## config.mk

```make
export PLATFORM = sky130hd
export DESIGN_NAME = sync_fifo_flex
export DESIGN_NICKNAME = d
export VERILOG_FILES = /design/src/rtl/sync_fifo_flex.sv
export SDC_FILE = /design/constraint.sdc
export NUM_CORES = 1
export LEC_CHECK = 0
export ABC_AREA = 1
export CAP_MARGIN = 0
export CORE_ASPECT_RATIO = 0.75
export CORE_UTILIZATION = 40
export CTS_BUF_LIST = sky130_fd_sc_hd__clkbuf_8
export CTS_CLUSTER_DIAMETER = 40
export DETAILED_ROUTE_END_ITERATION = 16
export GPL_ROUTABILITY_DRIVEN = 1
export GPL_TIMING_DRIVEN = 0
export HOLD_SLACK_MARGIN = 0.05
export PLACE_DENSITY = 0.56
export SYNTH_ARGS = -nofsm -noshare
export SYNTH_HDL_FRONTEND = slang
export SYNTH_SLANG_ARGS = --single-unit
```

## constraint.sdc

```tcl
create_clock -name clk -period 2.75 [get_ports clk]
set_input_delay 0.275 -clock clk [delete_from_list [all_inputs] [get_ports clk]]
set_output_delay 0.275 -clock clk [all_outputs]
set_load 0.005 [all_outputs]
```

## src/rtl/sync_fifo_flex.sv

```systemverilog
`default_nettype none
// ============================================================================
//  Module   : sync_fifo_flex
//  Purpose  : Single-clock FIFO with arbitrary depth, occupancy count,
//             almost-full/empty thresholds, FWFT or registered read, flush,
//             and sticky overflow/underflow flags.
//  Revision : 1.0  initial release
// ============================================================================
module sync_fifo_flex #(
    parameter int WIDTH     = 8,
    parameter int DEPTH     = 16,
    parameter int AF_THRESH = DEPTH - 2,
    parameter int AE_THRESH = 2,
    parameter int FWFT      = 1
) (
    input  logic                       clk,
    input  logic                       rst,
    input  logic                       clr,
    input  logic [WIDTH-1:0]           wdata,
    input  logic                       wen,
    output logic                       full,
    output logic                       almost_full,
    input  logic                       ren,
    output logic [WIDTH-1:0]           rdata,
    output logic                       rvalid,
    output logic                       empty,
    output logic                       almost_empty,
    output logic [$clog2(DEPTH+1)-1:0] count,
    output logic                       overflow,
    output logic                       underflow
);

    localparam int c_CW = $clog2(DEPTH + 1);
    localparam int c_AW = $clog2(DEPTH);
    localparam logic [c_AW-1:0] c_LAST_IDX  = c_AW'(DEPTH - 1);
    localparam logic [c_CW-1:0] c_FULL_CNT  = c_CW'(DEPTH);
    localparam logic [c_CW-1:0] c_AF_CNT    = c_CW'(AF_THRESH);
    localparam logic [c_CW-1:0] c_AE_CNT    = c_CW'(AE_THRESH);

    logic [WIDTH-1:0] r_mem [DEPTH];
    logic [c_AW-1:0]  r_wr_idx;
    logic [c_AW-1:0]  r_rd_idx;
    logic [c_CW-1:0]  r_count;
    logic             r_overflow;
    logic             r_underflow;

    logic w_full;
    logic w_empty;
    logic w_wa;
    logic w_ra;

    // Flags decode only the registered count, never the live requests.
    assign w_full  = (r_count == c_FULL_CNT);
    assign w_empty = (r_count == '0);
    assign w_wa    = wen & ~w_full;
    assign w_ra    = ren & ~w_empty;

    always_ff @(posedge clk) begin
        if (w_wa && !rst && !clr) begin
            r_mem[r_wr_idx] <= wdata;
        end
    end

    always_ff @(posedge clk) begin
        if (rst || clr) begin
            r_wr_idx    <= '0;
            r_rd_idx    <= '0;
            r_count     <= '0;
            r_overflow  <= 1'b0;
            r_underflow <= 1'b0;
        end else begin
            if (w_wa) begin
                r_wr_idx <= (r_wr_idx == c_LAST_IDX) ? '0 : r_wr_idx + 1'b1;
            end
            if (w_ra) begin
                r_rd_idx <= (r_rd_idx == c_LAST_IDX) ? '0 : r_rd_idx + 1'b1;
            end
            case ({w_wa, w_ra})
                2'b10:   r_count <= r_count + 1'b1;
                2'b01:   r_count <= r_count - 1'b1;
                default: r_count <= r_count;
            endcase
            if (wen && w_full) begin
                r_overflow <= 1'b1;
            end
            if (ren && w_empty) begin
                r_underflow <= 1'b1;
            end
        end
    end

    generate
        if (FWFT != 0) begin : g_fwft
            assign rdata  = w_empty ? '0 : r_mem[r_rd_idx];
            assign rvalid = ~w_empty;
        end else begin : g_reg_read
            logic [WIDTH-1:0] r_rdata;
            logic             r_rvalid;

            // Flush drops the valid strobe but keeps the last popped word.
            always_ff @(posedge clk) begin
                if (rst) begin
                    r_rdata  <= '0;
                    r_rvalid <= 1'b0;
                end else if (clr) begin
                    r_rvalid <= 1'b0;
                end else if (w_ra) begin
                    r_rdata  <= r_mem[r_rd_idx];
                    r_rvalid <= 1'b1;
                end else begin
                    r_rvalid <= 1'b0;
                end
            end

            assign rdata  = r_rdata;
            assign rvalid = r_rvalid;
        end
    endgenerate

    assign full         = w_full;
    assign empty        = w_empty;
    assign almost_full  = (r_count >= c_AF_CNT);
    assign almost_empty = (r_count <= c_AE_CNT);
    assign count        = r_count;
    assign overflow     = r_overflow;
    assign underflow    = r_underflow;

endmodule
`default_nettype wire

```

==> results of run 1 <==
==> area by class of cell <==
class	count	area (um^2)
Multi-Input combinational cell	380	1770
Clock inverter	15	147.6
Clock buffer	17	234.0
Sequential cell	147	4225
Inverter	29	111.4
Tap cell	205	256.5
Fill cell	1435	8026
Timing Repair Buffer	32	320.3
Buffer	25	230.2
==> flip-flops by register name, summed over array words and instances, names as in the netlist, named ones only <==
| name | cells |
|---|---|
| r_mem | 128 |
| count | 5 |
| r_rd_idx | 4 |
| r_wr_idx | 4 |
| overflow | 1 |
| underflow | 1 |
==> metal layers <==
metal | share of wire | GRT usage | wire [um]
met5 | 0 | 0 | 0
met3 | 0.077 | 0.05062 | 1277
met2 | 0.44 | 0.3128 | 7387
met1 | 0.46 | 0.3135 | 7647
met4 | 0.019 | 0.07917 | 314
==> cells by family after synthesis <==
| family | after synthesis |
|---|---|
| compound gates | 27 |
| xor+xnor | 4 |
| fa+ha+maj | 9 |
| buf+inv | 54 |
| flops | 147 |
| simple gates | 340 |
==> how the worst max path moves through the flow <==
stage | to | slack [ps] | cells after the start
final | rdata[2] | 110 | 9
after global routing | rdata[5] | 5 | 9
after CTS | rdata[5] | -1 | 9
after detailed placement | r_mem[7][2] | -320 | 5
after global placement | r_mem[11][3] | -250 | 5
after floorplan | count[4] | 780 | 16
==> cell usage in the layout (no fill, tap or decap), drive strengths merged <==
cell / netlist / layout
clkinv: 0 / 9
o21ai: 6 / 6
inv: 29 / 32
bufinv: 0 / 3
xor2: 4 / 4
a21oi: 20 / 20
nand3: 111 / 111
ha: 9 / 9
edfxtp: 128 / 128
nor2: 29 / 29
buf: 21 / 19
nor3: 4 / 4
clkbuf: 4 / 23
dfxtp: 19 / 19
nand2: 196 / 196
o21bai: 1 / 1
clkdlybuf4s50: 0 / 32
==> power by group through the flow <==
stage / clock network, mW / logic (mW) / registers (mW)
after floorplan: 0 / 0.374 / 2.52
after detailed placement: 0 / 0.701 / 2.52
after global routing: 1.77 / 0.780 / 2.48
after CTS: 1.69 / 0.706 / 2.47
after global placement: 0 / 0.689 / 2.52
final: 1.67 / 0.712 / 2.47
==> stage by stage <==
stage | cells | cell area (um^2) | setup slack, ps | total power, mW
final | 850 | 7296 | 114.4 | 4.851
after global routing | 850 | 7296 | 5.398 | 5.026
after CTS | 850 | 7268 | -1.136 | 4.864
after detailed placement | 818 | 6879 | -320.2 | 3.223
after global placement | 818 | 6874 | -252.7 | 3.210
after floorplan | 581 | 6297 | 782.1 | 2.891
==> cells in the mapped netlist, types with 2 or more instances <==
cell type	n	share of area
sky130_fd_sc_hd__a21oi_1	20	0.016
sky130_fd_sc_hd__buf_2	7	0.0056
sky130_fd_sc_hd__buf_4	4	0.0048
sky130_fd_sc_hd__buf_6	10	0.018
sky130_fd_sc_hd__clkbuf_8	2	0.0044
sky130_fd_sc_hd__dfxtp_1	19	0.060
sky130_fd_sc_hd__edfxtp_1	128	0.61
sky130_fd_sc_hd__ha_1	9	0.018
sky130_fd_sc_hd__inv_1	25	0.015
sky130_fd_sc_hd__inv_2	4	0.0024
sky130_fd_sc_hd__nand2_1	193	0.12
sky130_fd_sc_hd__nand2_2	2	0.0020
sky130_fd_sc_hd__nand3_1	109	0.087
sky130_fd_sc_hd__nand3_2	2	0.0032
sky130_fd_sc_hd__nor2_1	25	0.015
sky130_fd_sc_hd__nor2_2	2	0.0020
sky130_fd_sc_hd__nor2_4	2	0.0036
sky130_fd_sc_hd__nor3_1	4	0.0032
sky130_fd_sc_hd__o21ai_0	5	0.0040
sky130_fd_sc_hd__xor2_1	4	0.0056
==> timing repair <==
item                       CTS  global route
setup buffers                0             0
cloned                       0             0
gates resized for setup      3             8
setup endpoints to repair    4             8
pin swaps                    0             0
==> worst max-delay path, cell delays in order, from the launching register on <==
cell and delay, ps:
sky130_fd_sc_hd__dfxtp_1 310, sky130_fd_sc_hd__buf_4 150, sky130_fd_sc_hd__inv_1 120, sky130_fd_sc_hd__buf_4 210, sky130_fd_sc_hd__nand3_1 160, sky130_fd_sc_hd__nand3_1 120, sky130_fd_sc_hd__nand2_1 110, sky130_fd_sc_hd__nand2_1 60
sky130_fd_sc_hd__a21oi_1 160, sky130_fd_sc_hd__clkdlybuf4s50_1 520
==> run summary, run 1 <==
=================================================================================================================
Result of the run                                                                                    finished, final reports clean
Post-synthesis cell type count                                                                                 25
Synthesized area per cell                                                                              10.84 um^2
Multiplexer share of the synthesized area                                                                       0
Classification of the worst-slack hold path                                                          flip-flop to flip-flop
Clk_skew                                                                                                 10.57 ps
Post-synthesis share of cell area spent on and, or, nand and nor gates                                     0.2323
Normalized max-slew margin                                                                                 0.3616
Antenna Violating Nets Remaining                                                                                0
Post-synthesis sequential area ratio                                                                       0.6708
Cell internal pwr                                                                                        3.604 mW
Worst slew pin tran                                                                                      954.1 ps
Number of H-tree levels                                                                                         4
Power per standard cell area                                                                         664.9 nW/um^2
Final core occ                                                                                             0.4762
Overflow left after global routing                                                                              0
DIE HEIGHT                                                                                               110.7 um
Count of flip-flops with a built-in enable after synthesis                                                    128
DP Wirelength                                                                                            11430 um
Type of the worst setup path                                                                         flip-flop to primary output
Routability Congestion                                                                                     0.8749
Compound-gate portion of the synthesized area                                                             0.02186
GRT Resource Usage Total                                                                                   0.2155
Total Negative Setup Slacks                                                                                  0 ps
Syn_nets                                                                                                      603
FF+latch count, synth                                                                                         147
IO buf count                                                                                                   32
Reg-to-reg critical path endpoint                                                                        count[4]
Cts bufs inserted                                                                                              17
Switching power of the nets                                                                              1.247 mW
Switching power as a share of total power                                                                  0.2571
1st-iter DRT viols                                                                                            422
Die Wd                                                                                                   146.9 um
Total via count in the routed design                                                                         4492
Reg2reg setup slack                                                                                        490 ps
Wire length of the first global-routing pass                                                             25090 um
Total DRC errors in the routed layout                                                                           0
Synth Instances                                                                                               581
Unrepaired setup endpoints after global routing                                                             false
Final critical delay including setup and external delays                                                  2636 ps
Count of final hold-check violations                                                                            0
Number of global-route vias before repair                                                                    4287
Max Root-Sink Buffers                                                                                           2
TritonRoute pass-1 iters                                                                                        5
Layout net count                                                                                              654
Max-Cap Viols                                                                                                   0
Number of instances on the worst hold path                                                                      2
Area Growth Syn to Fin                                                                                     15.86%
WL per Instance                                                                                          19.56 um
Async set or reset register ratio after synthesis                                                               0
VDD IR max                                                                                              0.3177 mV
Boundary Pins                                                                                                  33
Critical-path maximum fanout                                                                                   10
Clock latency on the worst-skew pair                                                                       450 ps
Fraction of synthesized cell area in xor and xnor cells                                                  0.005563
Worst setup EP type                                                                                  primary output
Arithmetic-cell share of the synthesized area counting full adders, half adders and majority gates        0.01788
Vias per cell                                                                                               5.285
Peak Freq                                                                                               379.4 MHz
Post-CTS Hold Buffers                                                                                           0
Ratio of cells with drive above 1 in the final layout                                                      0.1054
WP data arrival                                                                                           2360 ps
Synth warn                                                                                                      0
Startpoint of the worst-slack reg-to-reg timing path                                                     count[1]
Count of clock tree sinks                                                                                     147
Die ar.                                                                                                16250 um^2
Max Transition Viols Final                                                                                      0
Cell depth of the worst flop-to-flop path                                                                      16
Clock power frac                                                                                            0.344
End of the worst hold path                                                                              underflow
Maximum number of pins on one net before global-route repair                                                   17
Clock-pin slew of the registers on the worst-case setup and hold paths                                      70 ps
TritonCTS clock tree                                                                                         done
Crit start category                                                                                     flip-flop
Largest family of logic cells by synthesized area                                                    simple AND/OR/NAND/NOR gates
Static leakage                                                                                           2.689 nW
Number of rows in the core area                                                                                39
Hold slack                                                                                               474.5 ps
Initial antenna violation count                                                                                 0
Number of setup violations in the final report                                                                  0
Standard cell core area                                                                                15320 um^2
Ant. Diodes                                                                                                     0
Combinational group share of total power                                                                    0.147
Relative contribution of sequential cells to total power                                                    0.510
Wire length after detailed routing                                                                       16630 um
Clock root buffer                                                                                    sky130_fd_sc_hd__clkbuf_8
Worst Path Required                                                                                       2480 ps
Initial cell density of the core                                                                           0.4110
Most used flip-flop cell after synthesis                                                             sky130_fd_sc_hd__edfxtp_1
Summed instance area of the synthesized netlist                                                         6297 um^2
Share of the clock period used by the worst path                                                           0.9584
Worst hold start                                                                                        underflow
=================================================================================================================
Note: power is estimated with default switching activity, not from simulation.
==> run 2, diff against run 1 <==
- CORE_MARGIN: unset -> 8
==> run summary, run 2 (synthesis gave the netlist of run 1 again) <==
=====================================================================================
Total DRC errors in the routed layout                                               0   unchanged
Number of setup violations in the final report                                      0   unchanged
VDD IR max                                                                  0.3991 mV   +26%
Area Growth Syn to Fin                                                         16.51%
1st-iter DRT viols                                                                401   -5.0%
Standard cell core area                                                    15320 um^2   unchanged
TritonCTS clock tree                                                             done
IO buf count                                                                       32   unchanged
Ant. Diodes                                                                         0   unchanged
Worst setup EP type                                                      primary output
Power per standard cell area                                             671.7 nW/um^2   +1.0%
Initial antenna violation count                                                     0   unchanged
Routability Congestion                                                         0.8908   +1.8%
Wire length after detailed routing                                           16400 um   -1.3%
Maximum number of pins on one net before global-route repair                       17   unchanged
Power after layout                                                           4.929 mW   +1.6%
Clock root buffer                                                        sky130_fd_sc_hd__clkbuf_8
Max Root-Sink Buffers                                                               2   unchanged
Number of global-route vias before repair                                        4159   -3.0%
Post-Route M1 WL                                                              7780 um   +1.7%
Total via count in the routed design                                             4457   -0.78%
Clock latency on the worst-skew pair                                           450 ps   about the same
Antenna Violating Nets Remaining                                                    0   unchanged
Crit start category                                                         flip-flop
Post-CTS Hold Buffers                                                               0   unchanged
Most frequent standard cell in the layout excluding fill and tap cells   sky130_fd_sc_hd__nand2_1
Critical path buffer and inverter count                                             4   unchanged
Cell breakdown of the critical path                                      buf_4 -> inv_1 -> buf_4 -> nand3_1 -> nand3_1 -> nand2_1 -> nand2_1 -> a21oi_1 -> clkdlybuf4s50_1
WL per Instance                                                              19.27 um   -1.5%
Count of final hold-check violations                                                0   unchanged
Type of the worst setup path                                             flip-flop to primary output
Static leakage                                                               2.693 nW   +0.15%
Worst slew pin tran                                                          932.0 ps   -22.08 ps
Critical-path maximum fanout                                                       10   unchanged
Max-Cap Viols                                                                       0   unchanged
Peak Freq                                                                   376.6 MHz   -0.75%
Worst Path Required                                                           2480 ps   about the same
Reg2reg setup slack                                                            440 ps   -50 ps
Number of H-tree levels                                                             4   unchanged
Overflow left after global routing                                                  0   unchanged
Cts bufs inserted                                                                  17   unchanged
Normalized max-slew margin                                                     0.3764   +0.01478
Clk_skew                                                                     12.17 ps   +1.600 ps
Die Wd                                                                       160.9 um   +9.5%
Flip-flop count of the largest register, all copies and words added               128   unchanged
Final critical delay including setup and external delays                      2655 ps   +19.95 ps
Layout net count                                                                  655   +0.15%
Highest layer used for signal routing                                            met4
TritonRoute pass-1 iters                                                            5   unchanged
Result of the run                                                        finished, final reports clean
Ratio of cells with drive above 1 in the final layout                          0.1192   +0.01377
Initial cell density of the core                                               0.4110   unchanged
Boundary Pins                                                                      33   unchanged
Routed length on met3                                                         1314 um   +2.9%
Unrepaired setup endpoints after global routing                                 false
Count of clock tree sinks                                                         147   unchanged
Vias per cell                                                                   5.237   -0.90%
Fill cell total of the finished layout                                           1409   -1.8%
Share of the clock period used by the worst path                               0.9656   +0.007253
Wire length of the first global-routing pass                                 24700 um   -1.5%
Top delay family on crit path                                            buffers and inverters
Final core occ                                                                 0.4789   +0.002695
DIE HEIGHT                                                                   124.7 um   +13%
GRT Resource Usage Total                                                       0.1632   -0.05234
Die ar.                                                                    20060 um^2   +23%
DP Wirelength                                                                11460 um   +0.24%
Setup bufs post-CTS                                                                 0   unchanged
Number of rows in the core area                                                    39   unchanged
Leading cell types in the layout, fill and taps excluded                 sky130_fd_sc_hd__nand2_1, sky130_fd_sc_hd__edfxtp_1, sky130_fd_sc_hd__nand3_1
Register with the most flip-flops                                               r_mem
Max Transition Viols Final                                                          0   unchanged
Clock-pin slew of the registers on the worst-case setup and hold paths          90 ps   +20 ps
Worst-path cell with the longest stage delay                             sky130_fd_sc_hd__clkdlybuf4s50_1
Routed met2 length                                                            7177 um   -2.8%
Maximum cell stage delay along the critical path                               530 ps   about the same
WP data arrival                                                               2380 ps   +20 ps
Classification of the worst-slack hold path                              flip-flop to flip-flop
=====================================================================================
==> run 2: worst paths after layout <==
check / to / depth (start not counted) / start
setup / recovery: rdata[0] / 9 / flip-flop
hold / removal: underflow / 2 / underflow
setup reg to reg: count[4] / 16 / count[1]
hold reg to reg: underflow / 2 / underflow
==> run 2: where the power goes <==
group | switching, mW | total [mW] | leakage (nW) | internal, mW
clock | 0.905 | 1.74 | 0.199 | 0.833
combinational | 0.430 | 0.719 | 1.19 | 0.289
sequential | 0.0268 | 2.47 | 1.31 | 2.44
total | 1.36 | 4.93 | 2.69 | 3.57
==> run 2: what timing repair did <==
item | in CTS | in global routing
hold endpoints to repair | 0 | 0
setup endpoints to repair | 2 | 5
resized for setup | 6 | 7
==> run 2: worst min-delay path: stages (launching register included) <==
cell and delay [ps]:
sky130_fd_sc_hd__dfxtp_1 340, sky130_fd_sc_hd__a21oi_1 40, sky130_fd_sc_hd__nor2_1 70
==> run 2: per-layer routing <==
layer / up-vias / GRT usage
li1: 2096 / -
met1: 2186 / 0.2375
met2: 163 / 0.2409
met3: 12 / 0.03996
met4: 0 / 0.03531
met5: - / 0
==> run 2: through the flow <==
stage               std cells  setup TNS, ps  hold WS, ps  setup WS (ps)  area [um^2]
finish                    851              0        486.0          94.50         7337
global route              851              0        519.7          11.46         7337
CTS                       850              0        480.3          12.52         7295
detailed placement        818          -5580        468.3         -321.8         6874
global placement          818          -4157        452.0         -215.6         6874
floorplan                 581              0        373.9          782.1         6297
==> run 2: layout make-up <==
type | instances | area [um^2] | area share
plain buffers | 25 | 232.7 | 0.03172
multi-input cells | 380 | 1774 | 0.2418
inverters | 29 | 115.1 | 0.01569
clock buffers | 17 | 234.0 | 0.03189
flip-flops and latches | 147 | 4225 | 0.5759
well taps | 205 | 256.5 | 0.03496
clock inverters | 15 | 171.4 | 0.02336
repair buffers | 33 | 327.8 | 0.04468
==> run 3, diff against run 2 <==
- PLACE_DENSITY: 0.56 -> 0.58
- clock period: 2.75 -> 2.24 ns (I/O delays scaled with it)
==> run summary, run 3 (synthesis gave the netlist of run 1 again) <==
=====================================================================================
Type of the worst setup path                                             flip-flop to primary output
Final critical delay including setup and external delays                      2326 ps
Ant. Diodes                                                                         0   unchanged
Clk_skew                                                                     8.554 ps   -3.617 ps
Clock latency on the worst-skew pair                                           450 ps   about the same
Switching power as a share of total power                                      0.2731   -0.003350
Max Transition Viols Final                                                          0   unchanged
Result of the run                                                        complete, but fails checks
Hold slack                                                                   458.4 ps   -27.58 ps
Crit start category                                                         flip-flop
Worst slew pin tran                                                          957.3 ps   +25.26 ps
Area Growth Syn to Fin                                                         17.60%
Normalized max-slew margin                                                     0.3584   -0.01802
Worst setup EP type                                                      primary output
Reg-to-reg critical path endpoint                                         r_mem[6][2]
Number of global-route vias before repair                                        4327   +4.0%
Post-CTS Hold Buffers                                                               0   unchanged
Classification of the worst-slack hold path                              primary input to flip-flop
DIE HEIGHT                                                                   124.7 um   unchanged
Cell internal pwr                                                            4.204 mW   +18%
Routability Congestion                                                         0.8865   -0.48%
Vias per cell                                                                   5.122   -2.2%
Total Negative Setup Slacks                                                 -115.3 ps   -115.3 ps
Max-Cap Viols                                                                       0   unchanged
Static leakage                                                               2.749 nW   +2.1%
Worst Path Required                                                           2020 ps   -460 ps
Reg2reg setup slack                                                            180 ps   -260 ps
Cell depth of the worst flop-to-flop path                                           6   -10
Standard cell core area                                                    15320 um^2   unchanged
Most frequent standard cell in the layout excluding fill and tap cells   sky130_fd_sc_hd__nand2_1
TritonCTS clock tree                                                             done
Unrepaired setup endpoints after global routing                                  true
Die Wd                                                                       160.9 um   unchanged
Peak Freq                                                                   430.0 MHz
DP Wirelength                                                                11170 um   -2.5%
Maximum number of pins on one net before global-route repair                       17   unchanged
Count of final hold-check violations                                                0   unchanged
Number of H-tree levels                                                             4   unchanged
Die ar.                                                                    20060 um^2   unchanged
WL per Instance                                                              19.56 um   +1.5%
Combinational group share of total power                                        0.159   +0.013
GRT Resource Usage Total                                                       0.1707   +0.007464
Number of setup violations in the final report                                      3   +3
Clock power frac                                                                0.315   -0.038
Failing checks                                                           setup timing
Ratio of cells with drive above 1 in the final layout                          0.1677   +0.04850
VDD IR max                                                                  0.3739 mV   -6.3%
Fill cell total of the finished layout                                           1405   -0.28%
Switching power of the nets                                                  1.579 mW   +16%
Worst slack at placement                                                    -681.4 ps   -359.6 ps
Final core occ                                                                 0.4833   +0.004491
Antenna Violating Nets Remaining                                                    0   unchanged
1st-iter DRT viols                                                                500   +25%
IO buf count                                                                       32   unchanged
Total via count in the routed design                                             4379   -1.8%
Leading cell types in the layout, fill and taps excluded                 sky130_fd_sc_hd__nand2_1, sky130_fd_sc_hd__edfxtp_1, sky130_fd_sc_hd__nand3_1
Crit path capture                                                            rdata[1]
Number of rows in the core area                                                    39   unchanged
Startpoint of the worst-slack reg-to-reg timing path                         count[1]
Initial antenna violation count                                                     0   unchanged
Share of the clock period used by the worst path                                1.038
Cts bufs inserted                                                                  17   unchanged
Wire length after detailed routing                                           16720 um   +1.9%
Power per standard cell area                                             780.8 nW/um^2   +16%
Register with the most flip-flops                                               r_mem
Max Root-Sink Buffers                                                               2   unchanged
Boundary Pins                                                                      33   unchanged
Wire length of the first global-routing pass                                 25520 um   +3.3%
Initial cell density of the core                                               0.4110   unchanged
Overflow left after global routing                                                  0   unchanged
Relative contribution of sequential cells to total power                        0.526   +0.025
Total DRC errors in the routed layout                                               0   unchanged
Layout net count                                                                  661   +0.92%
Final setup slack of the worst path                                         -85.62 ps   -180.1 ps
Flip-flop count of the largest register, all copies and words added               128   unchanged
TritonRoute pass-1 iters                                                            8   +3
Count of clock tree sinks                                                         147   unchanged
WP data arrival                                                               2100 ps   -280 ps
Clock root buffer                                                        sky130_fd_sc_hd__clkbuf_8
Clock-pin slew of the registers on the worst-case setup and hold paths          80 ps   about the same
Critical-path maximum fanout                                                       10   unchanged
=====================================================================================
## run 3: cell types whose count changed in the layout (fill, tap and decap cells not counted), moves of 5 or more
cell / before / now
sky130_fd_sc_hd__buf_6: 9 / 14
sky130_fd_sc_hd__clkdlybuf4s50_1: 32 / 24
sky130_fd_sc_hd__clkinv_2: 0 / 5
sky130_fd_sc_hd__dfxtp_1: 18 / 12
sky130_fd_sc_hd__dfxtp_2: 1 / 7
sky130_fd_sc_hd__inv_6: 5 / 0
sky130_fd_sc_hd__nand3_1: 108 / 98
sky130_fd_sc_hd__nand3_2: 3 / 12
## run 3: worst min path at each step
stage | start | endpoint | slack (ps) | depth (start not counted)
2_1_floorplan | wdata[0] | r_mem[0][0] | 320 | 0
3_3_place_gp | underflow | underflow | 450 | 2
3_5_place_dp | underflow | underflow | 460 | 2
4_1_cts | ren | underflow | 420 | 3
5_1_grt | ren | flip-flop | 460 | 3
6_report | ren | flip-flop | 460 | 3
## run 3: final cells by class
class,instances,area [um^2],area share
multi-input cells,380,1876,0.2533
clock inverters,13,97.59,0.01318
flip-flops and latches,147,4233,0.5715
inverters,29,117.6,0.01588
well taps,205,256.5,0.03463
repair buffers,39,350.3,0.04731
clock buffers,17,234.0,0.03159
plain buffers,25,241.5,0.03261
## run 3: power groups by stage
stage	Clock, mW	Sequential (mW)	Combinational [mW]
after floorplan	0	3.09	0.459
after global placement	0	3.10	0.853
after detailed placement	0	3.10	0.862
after CTS	1.84	3.04	0.899
after global routing	1.95	3.04	1.01
final	1.82	3.04	0.922
## run 3: per-stage QoR
stage | cell area [um^2] | cells | power, mW
finish | 7406 | 855 | 5.783
global route | 7406 | 855 | 6.004
CTS | 7361 | 854 | 5.779
detailed placement | 6884 | 818 | 3.958
global placement | 6874 | 818 | 3.949
floorplan | 6297 | 581 | 3.549
## run 3: repair_timing
item                                    in CTS  in global routing
setup buffers                                5                  1
endpoints found under the setup margin      17                 47
gates resized for setup                     53                 16
pin swaps                                    3                  3
cloned                                       1                  0
## run 3: routing by layer
metal  global-route usage  routed length (um)  vias up
met3              0.04557                1488       19
met4              0.04997                 260        0
li1                     -                   -     2102
met2               0.2438                7129      169
met5                    0                   0        -
met1               0.2479                7843     2089
## run 3: critical path, cell delays in order, from the launching register on
cell and delay [ps]:
sky130_fd_sc_hd__dfxtp_2 330, sky130_fd_sc_hd__buf_6 120, sky130_fd_sc_hd__clkinvlp_4 150, sky130_fd_sc_hd__buf_6 190, sky130_fd_sc_hd__nand3_2 130, sky130_fd_sc_hd__nand3_1 150, sky130_fd_sc_hd__nand2_1 110, sky130_fd_sc_hd__nand2_1 50
sky130_fd_sc_hd__a21oi_1 150, sky130_fd_sc_hd__dlygate4sd2_1 260
